--- src/rtl/uart_pkg.sv ---
// Shared types and defaults for the UART transmit arbiter.
package uart_pkg;

  localparam int UART_WORD_SIZE = 8;
  localparam int STAT_W         = 16;

  typedef enum logic [1:0] {
    IDLE      = 2'd0,
    WAIT_BUSY = 2'd1,
    WAIT_DONE = 2'd2
  } arb_state_t;

endpackage

--- src/rtl/uart_rr_picker.sv ---
// Combinational round-robin picker: searches upward from last+1 with wrap,
// so the most recent winner has the lowest priority.
module uart_rr_picker #(
  parameter int NUM_REQ = 4,
  parameter int IDX_W   = $clog2(NUM_REQ)
) (
  input  logic [NUM_REQ-1:0] req,
  input  logic [IDX_W-1:0]   last,
  output logic [IDX_W-1:0]   winner,
  output logic               any
);

  // Walk offsets from farthest to nearest so the nearest set bit overwrites.
  always_comb begin
    winner = last;
    any    = |req;
    for (int off = NUM_REQ; off >= 1; off--) begin
      if (req[(int'(last) + off) % NUM_REQ]) begin
        winner = IDX_W'((int'(last) + off) % NUM_REQ);
      end
    end
  end

endmodule

--- src/rtl/uart_tx_arbiter.sv ---
// Round-robin arbiter sharing one UART transmitter among NUM_REQ requesters.
// Optional per-requester grant counters are built when UART_ARB_STATS_EN is defined.
module uart_tx_arbiter
  import uart_pkg::*;
#(
  parameter int NUM_REQ      = 4,
  parameter int WORD_SIZE    = UART_WORD_SIZE,
  parameter int BUSY_TIMEOUT = 64
) (
  input  logic                           clk,
  input  logic                           rst,
  input  logic [NUM_REQ-1:0]             req_valid,
  input  logic [NUM_REQ*WORD_SIZE-1:0]   req_data,
  output logic [NUM_REQ-1:0]             req_ready,
  output logic [WORD_SIZE-1:0]           tx_data,
  output logic                           tx_start,
  input  logic                           tx_busy,
  output logic [$clog2(NUM_REQ)-1:0]     grant_id,
  output logic                           tx_err
`ifdef UART_ARB_STATS_EN
  ,
  output logic [NUM_REQ*STAT_W-1:0]      grant_count
`endif
);

  localparam int IDX_W = $clog2(NUM_REQ);
  localparam int CNT_W = $clog2(BUSY_TIMEOUT + 1);

  // Handshake: a word is accepted on the single cycle req_ready[i] is high;
  // tx_start rises in that same cycle and the transmitter answers with tx_busy.
  arb_state_t             state, state_next;
  logic [IDX_W-1:0]       winner, grant_next;
  logic                   any_req;
  logic [WORD_SIZE-1:0]   data_next;
  logic [NUM_REQ-1:0]     ready_next;
  logic                   start_next;
  logic                   err_next;
  logic [CNT_W-1:0]       busy_cnt, busy_cnt_next;

  uart_rr_picker #(
    .NUM_REQ (NUM_REQ),
    .IDX_W   (IDX_W)
  ) u_picker (
    .req    (req_valid),
    .last   (grant_id),
    .winner (winner),
    .any    (any_req)
  );

  always_ff @(posedge clk) begin
    if (rst) begin
      state     <= IDLE;
      grant_id  <= IDX_W'(NUM_REQ - 1);
      tx_data   <= '0;
      req_ready <= '0;
      tx_start  <= 1'b0;
      tx_err    <= 1'b0;
      busy_cnt  <= '0;
    end else begin
      state     <= state_next;
      grant_id  <= grant_next;
      tx_data   <= data_next;
      req_ready <= ready_next;
      tx_start  <= start_next;
      tx_err    <= err_next;
      busy_cnt  <= busy_cnt_next;
    end
  end

  always_comb begin
    state_next    = state;
    grant_next    = grant_id;
    data_next     = tx_data;
    ready_next    = '0;
    start_next    = 1'b0;
    err_next      = tx_err;
    busy_cnt_next = busy_cnt;
    case (state)
      IDLE: begin
        if (any_req) begin
          grant_next    = winner;
          data_next     = req_data[winner*WORD_SIZE +: WORD_SIZE];
          ready_next    = NUM_REQ'(1) << winner;
          start_next    = 1'b1;
          busy_cnt_next = '0;
          state_next    = WAIT_BUSY;
        end
      end
      WAIT_BUSY: begin
        // A launch that never raises tx_busy still counts as consumed.
        if (tx_busy) begin
          busy_cnt_next = '0;
          state_next    = WAIT_DONE;
        end else if (busy_cnt == CNT_W'(BUSY_TIMEOUT - 1)) begin
          err_next      = 1'b1;
          busy_cnt_next = '0;
          state_next    = IDLE;
        end else begin
          busy_cnt_next = busy_cnt + 1'b1;
        end
      end
      WAIT_DONE: begin
        if (!tx_busy) state_next = IDLE;
      end
      default: state_next = IDLE;
    endcase
  end

`ifdef UART_ARB_STATS_EN
  logic [STAT_W-1:0] stat_q [NUM_REQ];

  always_ff @(posedge clk) begin
    for (int i = 0; i < NUM_REQ; i++) begin
      if (rst) begin
        stat_q[i] <= '0;
      end else if (req_ready[i] && (stat_q[i] != {STAT_W{1'b1}})) begin
        stat_q[i] <= stat_q[i] + 1'b1;
      end
    end
  end

  for (genvar g = 0; g < NUM_REQ; g++) begin : g_stat
    assign grant_count[g*STAT_W +: STAT_W] = stat_q[g];
  end
`endif

endmodule

--- config.mk ---
export PLATFORM = sky130hd
export DESIGN_NAME = uart_tx_arbiter
export DESIGN_NICKNAME = d
export VERILOG_FILES = /design/src/rtl/uart_pkg.sv /design/src/rtl/uart_rr_picker.sv /design/src/rtl/uart_tx_arbiter.sv
export SDC_FILE = /design/constraint.sdc
export NUM_CORES = 1
export LEC_CHECK = 0
export CELL_PAD_IN_SITES_DETAIL_PLACEMENT = 0
export CELL_PAD_IN_SITES_GLOBAL_PLACEMENT = 2
export CORE_ASPECT_RATIO = 0.5
export CORE_UTILIZATION = 26
export CTS_CLUSTER_SIZE = 20
export DETAILED_ROUTE_END_ITERATION = 16
export PLACE_DENSITY_LB_ADDON = 0.1
export SYNTH_ARGS = -nofsm -noshare
export SYNTH_HDL_FRONTEND = slang
export SYNTH_SLANG_ARGS = --single-unit
--- constraint.sdc ---
create_clock -name clk -period 2.55 [get_ports clk]
set_clock_uncertainty 0.05 [all_clocks]
set_input_delay 0.3825 -clock clk [delete_from_list [all_inputs] [get_ports clk]]
set_output_delay 0.3825 -clock clk [all_outputs]
set_load 0.005 [all_outputs]
# Yosys cells after proc, flatten, opt, wreduce, memory -nomap -nowiden
# Cells that the tools add are included.
# word_totals
regBits	25
out_inout_bits	16
elab_cells	70
input_bits	39
# op_classes
reduce_logical	13
addsub	5
n_eq_ne	6
n_bitwise	7
mux	26
order_cmp	4
n_shift	2
# ops
operator	n
32-bit by 6-bit indexed part select with 8-bit output	1
7-bit 2-to-1 mux	3
3-bit by 4-bit < comparator with 1-bit output (second input constant)	4
2-bit 2-to-1 mux	8
7-bit case mux with 2 select lines	1
2-bit OR reduction	5
1-bit 2-to-1 mux	9
1-bit binary-select mux with 2-bit select	4
7-bit by 1-bit adder with 7-bit output (second input constant)	1
7-bit by 6-bit == test with 1-bit output (second input constant)	1
2-bit case mux with 3 select lines	1
3-bit AND reduction	2
2-bit by 1-bit adder with 2-bit output (second input constant)	2
2-bit adder (second input constant)	2
1-bit AND (first input constant)	4
2-bit inequality test (second input constant)	2
2-bit AND reduction	2
4-bit OR reduction	1
1-bit by 2-bit << shifter with 4-bit output (first input constant)	1
3-bit inequality test (second input constant)	1
1-bit inverter	3
3-bit OR reduction	1
2-bit by 1-bit == test with 1-bit output (second input constant)	1
2-bit == test (second input constant)	1
2 further kinds	2

# Logic depth before layout (Yosys ltp)
# Gate-level depths: netlist of the first run.
# depth
word_depth	11
ltp_mapped	7
depth_no_buf	6

# By module
# Synthesis of the first run repeated with hierarchy kept, for this count alone.
# unflattened
cells_unflattened	116
area_unflattened_um2	1216.2
# by_module_without_submodules
module	n_inst	area_per_inst_um2	seq_area_each_um2	cells_per_inst
uart_tx_arbiter	1	1133.6	500.5	102
uart_rr_picker	1	82.6	0.0	14

# Least setup slack after synthesis of the first run
# Ideal clock, no wire load.
# synth_path
path_type	input port to flip-flop
from	in req_valid[3]
to	reg tx_data[0]
path_slack_ns	0.867
path_stages	7
required_ns	2.374
t_arrival_ns	1.507
n_path_buf	2
setup_time_ns	0.126
cell_sequence	nor2b_1 > o21a_1 > buf_2 > nor3_2 > buf_4 > mux2i_1 > o211ai_2
# synth_between
elab_chain_len	8
elab_cells_between_ends	19
cone_classes	shift (1); mux (16); reduce/logical (2)
# synth_rtl
item	line	source
start, declared	uart_tx_arbiter.sv:12	input logic [NUM_REQ-1:0] req_valid,
1-bit binary-select mux with 2-bit select	uart_rr_picker.sv:18	if (req[(int'(last) + off) % NUM_REQ]) begin
1-bit 2-to-1 mux (not written as such) (2 in series)	uart_rr_picker.sv:18	
2-bit 2-to-1 mux (4 in series)	uart_rr_picker.sv:18	
32-bit by 6-bit indexed part select with 8-bit output	uart_tx_arbiter.sv:82	data_next = req_data[winner*WORD_SIZE +: WORD_SIZE];
end signal, assigned	uart_tx_arbiter.sv:62	tx_data <= data_next;
end, declared	uart_tx_arbiter.sv:15	output logic [WORD_SIZE-1:0] tx_data,
# Several ways; a longest one is shown, not always the timed one. The select of a mux whose other input is x is not followed.
# A chain may end at the register's enable or synchronous reset.

# Worst setup path in the final report of the first run
# layout_path
from	in req_valid[3]
to	reg tx_data[5]
# The elaborated chain is that of the path after synthesis.

==> reports/qor.csv, run 1 <==
stage;metric;value;unit
run_status;status;finished, final reports clean;
floorplanning;Total Die Area;5450;sq um
floorplanning;Core ar.;4930;sq um
cells_and_area;most frequent cells in the layout;sky130_fd_sc_hd__clkdlybuf4s50_1 (54), sky130_fd_sc_hd__dfxtp_1 (25), sky130_fd_sc_hd__nor2_1 (14), sky130_fd_sc_hd__nand2_1 (14), sky130_fd_sc_hd__a211o_1 (9);
sta;RSZ-0062 raised after global routing;no;
routing;total number of vias;1300;
routing;total wirelength of the detailed-routed design;3700;microns
yosys;number of different library cells in the post-synthesis netlist;38;
cts;clock transition at the registers of the reported paths;90;ps
cells_and_area;fraction of final layout cells sized beyond drive strength 1;11.0;%
cts;hold buffers post-CTS;0;
floorplanning;chip height;52.7;microns
sta;final period utilization;78.8;%
sta;Max Fclk;498;MHz
grt;pin count of the biggest net entering global routing;16;
sta;Hold Fails Final Rpt;0;
cts;clock tree from TritonCTS;done;
cells_and_area;commonest non-fill, non-tap cell in the layout;sky130_fd_sc_hd__clkdlybuf4s50_1;
cts;CTS Sinks;25;
cells_and_area;non-filler cells in the finished layout;279;
cts;clock latency reported for the late side of the worst-skew pair;270;ps
routing;first-pass detailed-route iteration total;4;
pwr;worst voltage drop across the vdd grid;0.191;mV
cells_and_area;ant diodes;0;
pwr;total power per unit cell area;536;nW/um^2
yosys;Post-synth EDFFs;0;
floorplanning;total number of placement rows;18;
grt;initial antenna violation count;0;
routing;routed length per instance;13.3;microns
setup_path;worst endpoint required time;2700;ps
yosys;Synth Register Bits;25;
sta;worst slew pin tran;596;ps
yosys;prevailing post-synth register cell;sky130_fd_sc_hd__dfxtp_1;
yosys;post-synthesis area per instance;8.85;sq um
yosys;post-synthesis instance total;151;
cells_and_area;Area growth, synth to finish;51.7;%
yosys;mapped cell area;1340;sq um
place;final weighted congestion in routability-driven placement;0.735;
setup_path;top fanout value on the critical path;11;
place;placed insts;275;
place;Area after DPL;1980;sq um
cts;Root Driver;sky130_fd_sc_hd__clkbuf_8;
yosys;number of warnings issued by yosys;0;
sta;count of endpoints failing setup in the final report;0;
flow_run;number of maximum-capacitance violations;0;
routing;number of nets still failing antenna checks after routing;0;
place;HPWL reported at the end of detailed placement;2860;microns
cells_and_area;Layout Cell Area excl Fill;2030;sq um
cts;TritonCTS buffer count;3;
cts;total setup buffers inserted after CTS;0;
place;Port Buffer Count;54;
yosys;nets in the synthesized netlist;191;
floorplanning;Horiz. Die Dim;103;microns
setup_path;kind of end point of the critical path;register;
sta;Final Critical Period;2010;ps
routing;count of routing violations after the opening detailed-route iteration;19;
sta;number of pins exceeding their max-slew limit in the final report;0;
grt;via count of the first global-routing pass;1298;
yosys;sequential fraction of the synthesis area;37.5;%
setup_path;arrival time at the worst endpoint;2160;ps
cells_and_area;net count of the finished layout;250;
cts;total of cells resized after clock tree synthesis;0;
cts;total number of H-tree levels;1;
setup_path;critical path class;in2reg;
routing;Vias/cell;4.66;
sta;worst slew margin relative to its limit;60.3;%
grt;first-pass GRT wire length;5970;microns
floorplanning;starting utilization of the core area;27.1;%
grt;residual overflow from global routing;0;
floorplanning;I/O Pins;55;
sta;setup TNS;0;ps
yosys;share of synthesized flip-flops with an asynchronous set or reset;0;%
setup_path;Startpoint Class;input port;
routing;number of design rule violations left after detail routing;0;
cts;buffer depth of the longest clock path;2;
pwr;Pleak;0.000790;uW
grt;combined global-route utilization of all metal layers;14.8;%
hold_path;classification of the worst-slack hold path;reg2reg;
cell type report:
type | instances | area [sq um]
Inverter | 3 | 11.3
Multi-Input combinational cell | 115 | 778
Timing Repair Buffer | 62 | 601
Tap cell | 70 | 87.6
Sequential cell | 25 | 500
Clock inverter | 1 | 7.51
Fill cell | 517 | 2910
Clock buffer | 3 | 41.3
cells in the mapped netlist, types with 2 or more instances:
library cell | count | share of area (%)
sky130_fd_sc_hd__a211o_1 | 9 | 5.9
sky130_fd_sc_hd__a211oi_1 | 2 | 1.1
sky130_fd_sc_hd__a21oi_1 | 5 | 1.9
sky130_fd_sc_hd__and2_1 | 2 | 0.94
sky130_fd_sc_hd__and3_1 | 3 | 1.4
sky130_fd_sc_hd__buf_2 | 4 | 1.5
sky130_fd_sc_hd__clkbuf_1 | 2 | 0.56
sky130_fd_sc_hd__dfxtp_1 | 25 | 37
sky130_fd_sc_hd__inv_1 | 3 | 0.84
sky130_fd_sc_hd__mux2i_1 | 8 | 6.0
sky130_fd_sc_hd__nand2_1 | 14 | 3.9
sky130_fd_sc_hd__nand2b_1 | 2 | 0.94
sky130_fd_sc_hd__nand3_1 | 2 | 0.75
sky130_fd_sc_hd__nand4_1 | 8 | 3.7
sky130_fd_sc_hd__nor2_1 | 14 | 3.9
sky130_fd_sc_hd__nor2b_1 | 5 | 2.3
sky130_fd_sc_hd__nor3_1 | 3 | 1.1
sky130_fd_sc_hd__nor3b_1 | 3 | 1.7
sky130_fd_sc_hd__o211ai_2 | 7 | 6.6
sky130_fd_sc_hd__o21ai_1 | 2 | 0.75
sky130_fd_sc_hd__o31ai_1 | 8 | 4.5
sky130_fd_sc_hd__or3_1 | 2 | 0.94
sky130_fd_sc_hd__xor2_1 | 3 | 2.0
metrics by stage:
step	total power, uW	hold WS (ps)	setup WS (ps)	utilization (%)
floorplan	664	376	867	-
global placement	852	389	285	40.1
detailed placement	855	397	208	40.1
CTS	1110	411	514	41.1
global route	1160	423	378	41.1
finish	1090	406	540	41.1
final timing paths:
kind | slack [ps] | start | cells past startpoint | endpoint
max | 540 | req_valid[3] | 6 | tx_data[5]
max reg2reg | 720 | grant_id[0] | 5 | tx_data[5]
min | 410 | busy_cnt[6] | 2 | busy_cnt[6]
min reg2reg | 410 | busy_cnt[6] | 2 | busy_cnt[6]
where the power goes:
part	leakage [uW]	internal, uW	switching (uW)
combinational	0.000563	216	165
sequential	0.000205	432	28.5
clock	0.0000217	111	134
total	0.000790	758	328
worst max-delay path, cell delays in order:
cell	delay, ps
sky130_fd_sc_hd__clkdlybuf4s50_1	450
sky130_fd_sc_hd__nor2b_1	180
sky130_fd_sc_hd__o21ai_1	240
sky130_fd_sc_hd__and2_1	430
sky130_fd_sc_hd__nand2_2	270
sky130_fd_sc_hd__o211ai_2	220
cells by family after synthesis:
| group | after synthesis | share of synthesized area, % |
|---|---|---|
| AOI/OAI and AO/OA | 39 | 24.1 |
| adders and majority gates | 1 | 0.936 |
| and+or+nand+nor | 63 | 24.6 |
| xor gates and xnor gates | 4 | 2.62 |
| buffers and inverters | 11 | 4.31 |
| muxes | 8 | 5.99 |
| DFF | 25 | 37.5 |
state kept, by name, indices dropped and copies added, names as in the netlist:
| name | cells |
|---|---|
| busy_cnt | 7 |
| grant_id | 2 |
| req_ready | 4 |
| tx_err | 1 |
| state | 2 |
| tx_start | 1 |
| tx_data | 8 |
metal layers:
layer	track usage (%)	share of wire [%]
met3	5.20	5.4
met5	0	0
met1	18.2	49
met2	25.5	45
met4	2.11	0.54
(Power assumes the default switching activity.)
==> inputs of run 2 (changes only) <==
CORE_UTILIZATION = 24   (was 26)
clock period = 1.9 ns   (was 2.55 ns; I/O delays follow)
==> run 2 against run 1 <==
Effect of this change: sequential share of layout area decreased by 0.98 points; die area increased by 8.1%; cell count increased by 3.2%; power increased by 39%; largest cell class unchanged; largest power group unchanged.
==> reports/qor.csv, run 2 (synthesis results as in run 1) <==
stage;metric;value;unit
routing;total wirelength of the detailed-routed design;3900;microns
grt;residual overflow from global routing;0;
cts;hold buffers post-CTS;0;
setup_path;top fanout value on the critical path;8;
cells_and_area;Largest register FFs;8;
setup_path;biggest cell delay along the critical path;460;ps
run_status;status;finished, final reports clean;
cells_and_area;multi-input combinational cell area;792;sq um
cts;total number of H-tree levels;1;
cells_and_area;largest registers in the final layout;tx_data x8, busy_cnt x7, req_ready x4;
routing;Vias/cell;4.70;
floorplanning;Core ar.;5130;sq um
floorplanning;total number of placement rows;18;
cts;CTS Sinks;25;
place;pre-CTS WS;-346;ps
routing;total number of vias;1353;
sta;setup TNS;0;ps
floorplanning;chip height;54.8;microns
cts;Root Driver;sky130_fd_sc_hd__clkbuf_8;
cells_and_area;Fillers;528;
cts;TritonCTS buffer count;3;
place;Port Buffer Count;54;
grt;first-pass GRT wire length;6110;microns
sta;final period utilization;94.1;%
sta;Final Critical Period;1790;ps
cts;clock latency reported for the late side of the worst-skew pair;270;ps
grt;combined global-route utilization of all metal layers;14.2;%
cells_and_area;area taken by flip-flops and latches;500;sq um
floorplanning;Total Die Area;5890;sq um
grt;initial antenna violation count;0;
cells_and_area;fraction of final layout cells sized beyond drive strength 1;16.1;%
setup_path;Startpoint Class;input port;
pwr;worst voltage drop across the vdd grid;0.316;mV
setup_path;slowest stage cell, crit path;sky130_fd_sc_hd__clkdlybuf4s50_1;
sta;Hold Fails Final Rpt;0;
sta;setup slack after layout;113;ps
cells_and_area;Layout Utilization;41.1;%
setup_path;worst endpoint required time;2060;ps
place;Area after DPL;2050;sq um
cts;clock tree from TritonCTS;done;
routing;routed length per instance;13.5;microns
routing;number of design rule violations left after detail routing;0;
floorplanning;Horiz. Die Dim;108;microns
sta;worst slew margin relative to its limit;75.5;%
sta;Max Fclk;560;MHz
cells_and_area;net count of the finished layout;259;
cts;buffer depth of the longest clock path;2;
cells_and_area;most frequent cells in the layout;sky130_fd_sc_hd__clkdlybuf4s50_1 (53), sky130_fd_sc_hd__dfxtp_1 (25), sky130_fd_sc_hd__buf_4 (17), sky130_fd_sc_hd__nor2_1 (14), sky130_fd_sc_hd__nand2_1 (14);
hold_path;classification of the worst-slack hold path;reg2reg;
routing;number of nets still failing antenna checks after routing;0;
setup_path;kind of end point of the critical path;register;
cells_and_area;ant diodes;0;
place;final weighted congestion in routability-driven placement;0.742;
routing;count of routing violations after the opening detailed-route iteration;46;
pwr;Final Power;1510;uW
cells_and_area;Area growth, synth to finish;58.0;%
pwr;Pleak;0.000846;uW
flow_run;number of maximum-capacitance violations;0;
routing;first-pass detailed-route iteration total;4;
cells_and_area;largest register by flop count;tx_data;
setup_path;crit path cell chain;clkdlybuf4s50_1, nor2b_1, or3_1, and2_1, buf_4, a211o_1, o211ai_2;
grt;pin count of the biggest net entering global routing;16;
cells_and_area;commonest non-fill, non-tap cell in the layout;sky130_fd_sc_hd__clkdlybuf4s50_1;
sta;worst slew pin tran;366;ps
sta;RSZ-0062 raised after global routing;no;
cts;clock transition at the registers of the reported paths;100;ps
sta;count of endpoints failing setup in the final report;0;
floorplanning;starting utilization of the core area;26.0;%
grt;via count of the first global-routing pass;1317;
setup_path;critical path class;in2reg;
floorplanning;I/O Pins;55;
setup_path;arrival time at the worst endpoint;1950;ps
place;HPWL reported at the end of detailed placement;3010;microns
cts;total setup buffers inserted after CTS;0;
cells_and_area;Layout Cell Area excl Fill;2110;sq um
sta;number of pins exceeding their max-slew limit in the final report;0;
pwr;total power per unit cell area;717;nW/um^2
## run 2: final timing paths
check                                  start           to  slack (ps)  cells past startpoint
worst min register to register   busy_cnt[6]  busy_cnt[6]         410                      2
worst max-delay path            req_valid[1]   tx_data[5]         110                      7
worst min-delay path             busy_cnt[6]  busy_cnt[6]         410                      2
worst max register to register   grant_id[0]   tx_data[5]         230                      6
## run 2: final cells by class
class	instances	share of cell area [%]
clock inverters	1	0.356
repair buffers	71	31.8
flip-flops and latches	25	23.7
well taps	70	4.15
clock buffers	3	1.96
multi-input cells	115	37.5
inverters	3	0.533
## run 2: worst max-delay path: cells and delay by family
kind	cells	cell delay [ps]
compound gates	2	310
buf+inv	2	640
simple gates	3	710
## run 2: stage by stage
stage	cells	hold WS [ps]
2_1_floorplan	151	376
3_3_place_gp	284	385
3_5_place_dp	284	400
4_1_cts	288	415
5_1_grt	288	433
6_report	288	411
## run 2: timing repair
item                       4_1_cts  5_1_grt
hold endpoints to repair         0        0
gates resized for setup          1        4
setup endpoints to repair        7        9
## run 2: power breakdown
group          total [uW]  internal (uW)  switching, uW
Combinational         559            320            238
Sequential            617            579           37.8
Clock                 338            149            189
## run 2: metal layers
layer / global-route usage [%] / part of all wire, % / up-vias
met1: 17.4 / 50 / 625
met3: 5.12 / 5.5 / 2
met5: 0 / 0 / -
met2: 24.9 / 44 / 37
li1: - / - / 689
met4: 2.05 / 0.31 / 0
==> inputs of run 3 (changes only) <==
PLACE_DENSITY = 0.75   (was not set)
PLACE_DENSITY_LB_ADDON = not set   (was 0.1)
REMOVE_ABC_BUFFERS = 1   (was not set)
SKIP_CTS_REPAIR_TIMING = 1   (was not set)
==> run 3 against run 2 <==
Effect of this change: final area is 2.0% higher; flip-flop and latch count stayed put; core utilization is 0.83 points higher; largest power group unchanged.
==> reports/qor.csv, run 3 (synthesis results as in run 1) <==
stage;metric;value;unit
pwr;part of the total power dissipated in sequential elements;40.0;%
routing;number of design rule violations left after detail routing;0;
sta;worst slew margin relative to its limit;76.9;%
routing;Vias/cell;4.64;
setup_path;critical path class;in2reg;
setup_path;CP Depth;7;
grt;first-pass GRT wire length;6450;microns
cts;CTS Sinks;25;
cells_and_area;net count of the finished layout;263;
cells_and_area;multi-input combinational cell area;792;sq um
floorplanning;chip height;54.8;microns
setup_path;endpoint of the lowest-slack register-to-register path;tx_data[5];
floorplanning;Total Die Area;5890;sq um
sta;final period utilization;95.3;%
setup_path;count of buffering cells on the critical path with inverters included;2;
floorplanning;I/O Pins;55;
pwr;total power per unit cell area;715;nW/um^2
sta;RSZ-0062 raised after global routing;no;
setup_path;family with the most delay on the worst path;simple AND/OR/NAND/NOR gates;
setup_path;kind of end point of the critical path;register;
pwr;internal power contribution;1070;uW
grt;pin count of the biggest net entering global routing;16;
cells_and_area;Layout Cell Area excl Fill;2150;sq um
cts;buffer depth of the longest clock path;2;
floorplanning;total number of placement rows;18;
cts;clock tree from TritonCTS;done;
sta;Final Critical Period;1810;ps
run_status;status;finished, final reports clean;
place;HPWL reported at the end of detailed placement;3080;microns
cells_and_area;fraction of final layout cells sized beyond drive strength 1;17.1;%
sta;Max Fclk;552;MHz
pwr;worst voltage drop across the vdd grid;0.332;mV
floorplanning;starting utilization of the core area;26.0;%
hold_path;classification of the worst-slack hold path;reg2reg;
cells_and_area;area taken by flip-flops and latches;500;sq um
pwr;Clk pwr share;22.0;%
routing;count of routing violations after the opening detailed-route iteration;67;
routing;routed length per instance;13.7;microns
setup_path;slack of the worst reg-to-reg path;180;ps
place;Port Buffer Count;54;
grt;via count of the first global-routing pass;1354;
cells_and_area;largest register by flop count;tx_data;
sta;count of endpoints failing setup in the final report;0;
place;final weighted congestion in routability-driven placement;0.774;
setup_path;source of the worst register-to-register timing path;grant_id[0];
setup_path;biggest cell delay along the critical path;520;ps
setup_path;crit path cell chain;clkdlybuf4s50_1, nor4_2, or3_1, or2_4, inv_1, nand2_4, o211ai_2;
cells_and_area;largest registers in the final layout;tx_data x8, busy_cnt x7, req_ready x4;
sta;worst slew pin tran;345;ps
pwr;Switching Power;471;uW
grt;initial antenna violation count;0;
cells_and_area;commonest non-fill, non-tap cell in the layout;sky130_fd_sc_hd__clkdlybuf4s50_1;
sta;Hold Fails Final Rpt;0;
setup_path;arrival time at the worst endpoint;1970;ps
pwr;share of power burned in combinational logic;38.0;%
place;Area after DPL;2090;sq um
floorplanning;Horiz. Die Dim;108;microns
floorplanning;Core ar.;5130;sq um
routing;number of nets still failing antenna checks after routing;0;
pwr;Final Power;1540;uW
cells_and_area;Area growth, synth to finish;61.1;%
cells_and_area;Largest register FFs;8;
cts;clock transition at the registers of the reported paths;100;ps
cts;clock latency reported for the late side of the worst-skew pair;270;ps
cts;TritonCTS buffer count;3;
cells_and_area;most frequent cells in the layout;sky130_fd_sc_hd__clkdlybuf4s50_1 (53), sky130_fd_sc_hd__dfxtp_1 (25), sky130_fd_sc_hd__buf_4 (20), sky130_fd_sc_hd__nor2_1 (14), sky130_fd_sc_hd__nand2_1 (14);
pwr;Pleak;0.000872;uW
setup_path;top fanout value on the critical path;10;
flow_run;number of maximum-capacitance violations;0;
pwr;fraction of power spent switching nets;30.6;%
setup_path;Startpoint Class;input port;
setup_path;launch point of the worst path;req_valid[3];
setup_path;slowest stage cell, crit path;sky130_fd_sc_hd__clkdlybuf4s50_1;
setup_path;Critical path destination;tx_data[5];
setup_path;worst endpoint required time;2060;ps
sta;number of pins exceeding their max-slew limit in the final report;0;
grt;combined global-route utilization of all metal layers;14.3;%
cells_and_area;ant diodes;0;
routing;first-pass detailed-route iteration total;4;
cts;Root Driver;sky130_fd_sc_hd__clkbuf_8;
setup_path;cell depth of the worst flop-to-flop path;6;
routing;total wirelength of the detailed-routed design;3990;microns
routing;total number of vias;1356;
cts;total number of H-tree levels;1;
cells_and_area;Fillers;533;
grt;residual overflow from global routing;0;
-- run 3: changes by cell type in the layout (fill, tap and decap cells not counted) --
cell | previous run | this run
sky130_fd_sc_hd__inv_2 | 1 | 0
sky130_fd_sc_hd__inv_1 | 2 | 3
sky130_fd_sc_hd__buf_4 | 17 | 20
sky130_fd_sc_hd__buf_12 | 0 | 1
-- run 3: power by group through the flow --
| stage | Sequential, uW | Clock [uW] | Combinational (uW) |
|---|---|---|---|
| after floorplan | 627 | 0 | 241 |
| after global placement | 630 | 0 | 577 |
| after detailed placement | 628 | 0 | 580 |
| after CTS | 618 | 349 | 585 |
| after global routing | 625 | 375 | 635 |
| final | 616 | 340 | 585 |
-- run 3: tightest hold or removal path, stage by stage, from the launching register on --
cell and delay [ps]:
sky130_fd_sc_hd__dfxtp_1 330, sky130_fd_sc_hd__nand2b_1 60, sky130_fd_sc_hd__a21oi_1 30
-- run 3: worst min-delay path by stage --
stage                 from           to  cells past startpoint
6_report       busy_cnt[6]  busy_cnt[6]                      2
5_1_grt        busy_cnt[6]  busy_cnt[6]                      2
4_1_cts        busy_cnt[6]  busy_cnt[6]                      2
3_5_place_dp   busy_cnt[6]  busy_cnt[6]                      2
3_3_place_gp   busy_cnt[6]  busy_cnt[6]                      2
2_1_floorplan          rst     state[0]                      1
-- run 3: metal layers --
metal	track usage (%)	up-vias	part of all wire, %
li1	-	698	-
met1	18.6	632	49
met2	25.4	26	48
met3	2.98	0	3.4
met4	2.05	0	0
met5	0	-	0
-- run 3: area by class of cell --
| type | instances | area share (%) |
|---|---|---|
| timing repair buffer | 75 | 33.1 |
| tap | 70 | 4.07 |
| sequential | 25 | 23.2 |
| inverter | 3 | 0.523 |
| clock inverter | 1 | 0.349 |
| multi-input combinational | 115 | 36.8 |
| clock buffer | 3 | 1.92 |
-- run 3: per-stage QoR --
stage | TNS [ps] | setup slack [ps] | std cells | hold WS [ps] | util, %
finish | 0 | 88.7 | 292 | 410 | 41.9
detailed placement | -2990 | -321 | 288 | 396 | 40.7
global route | 0 | 7.48 | 292 | 454 | 41.9
global placement | -2120 | -207 | 288 | 389 | 40.7
CTS | -178 | -51.0 | 292 | 408 | 41.6
floorplan | 0 | 21.6 | 143 | 304 | -
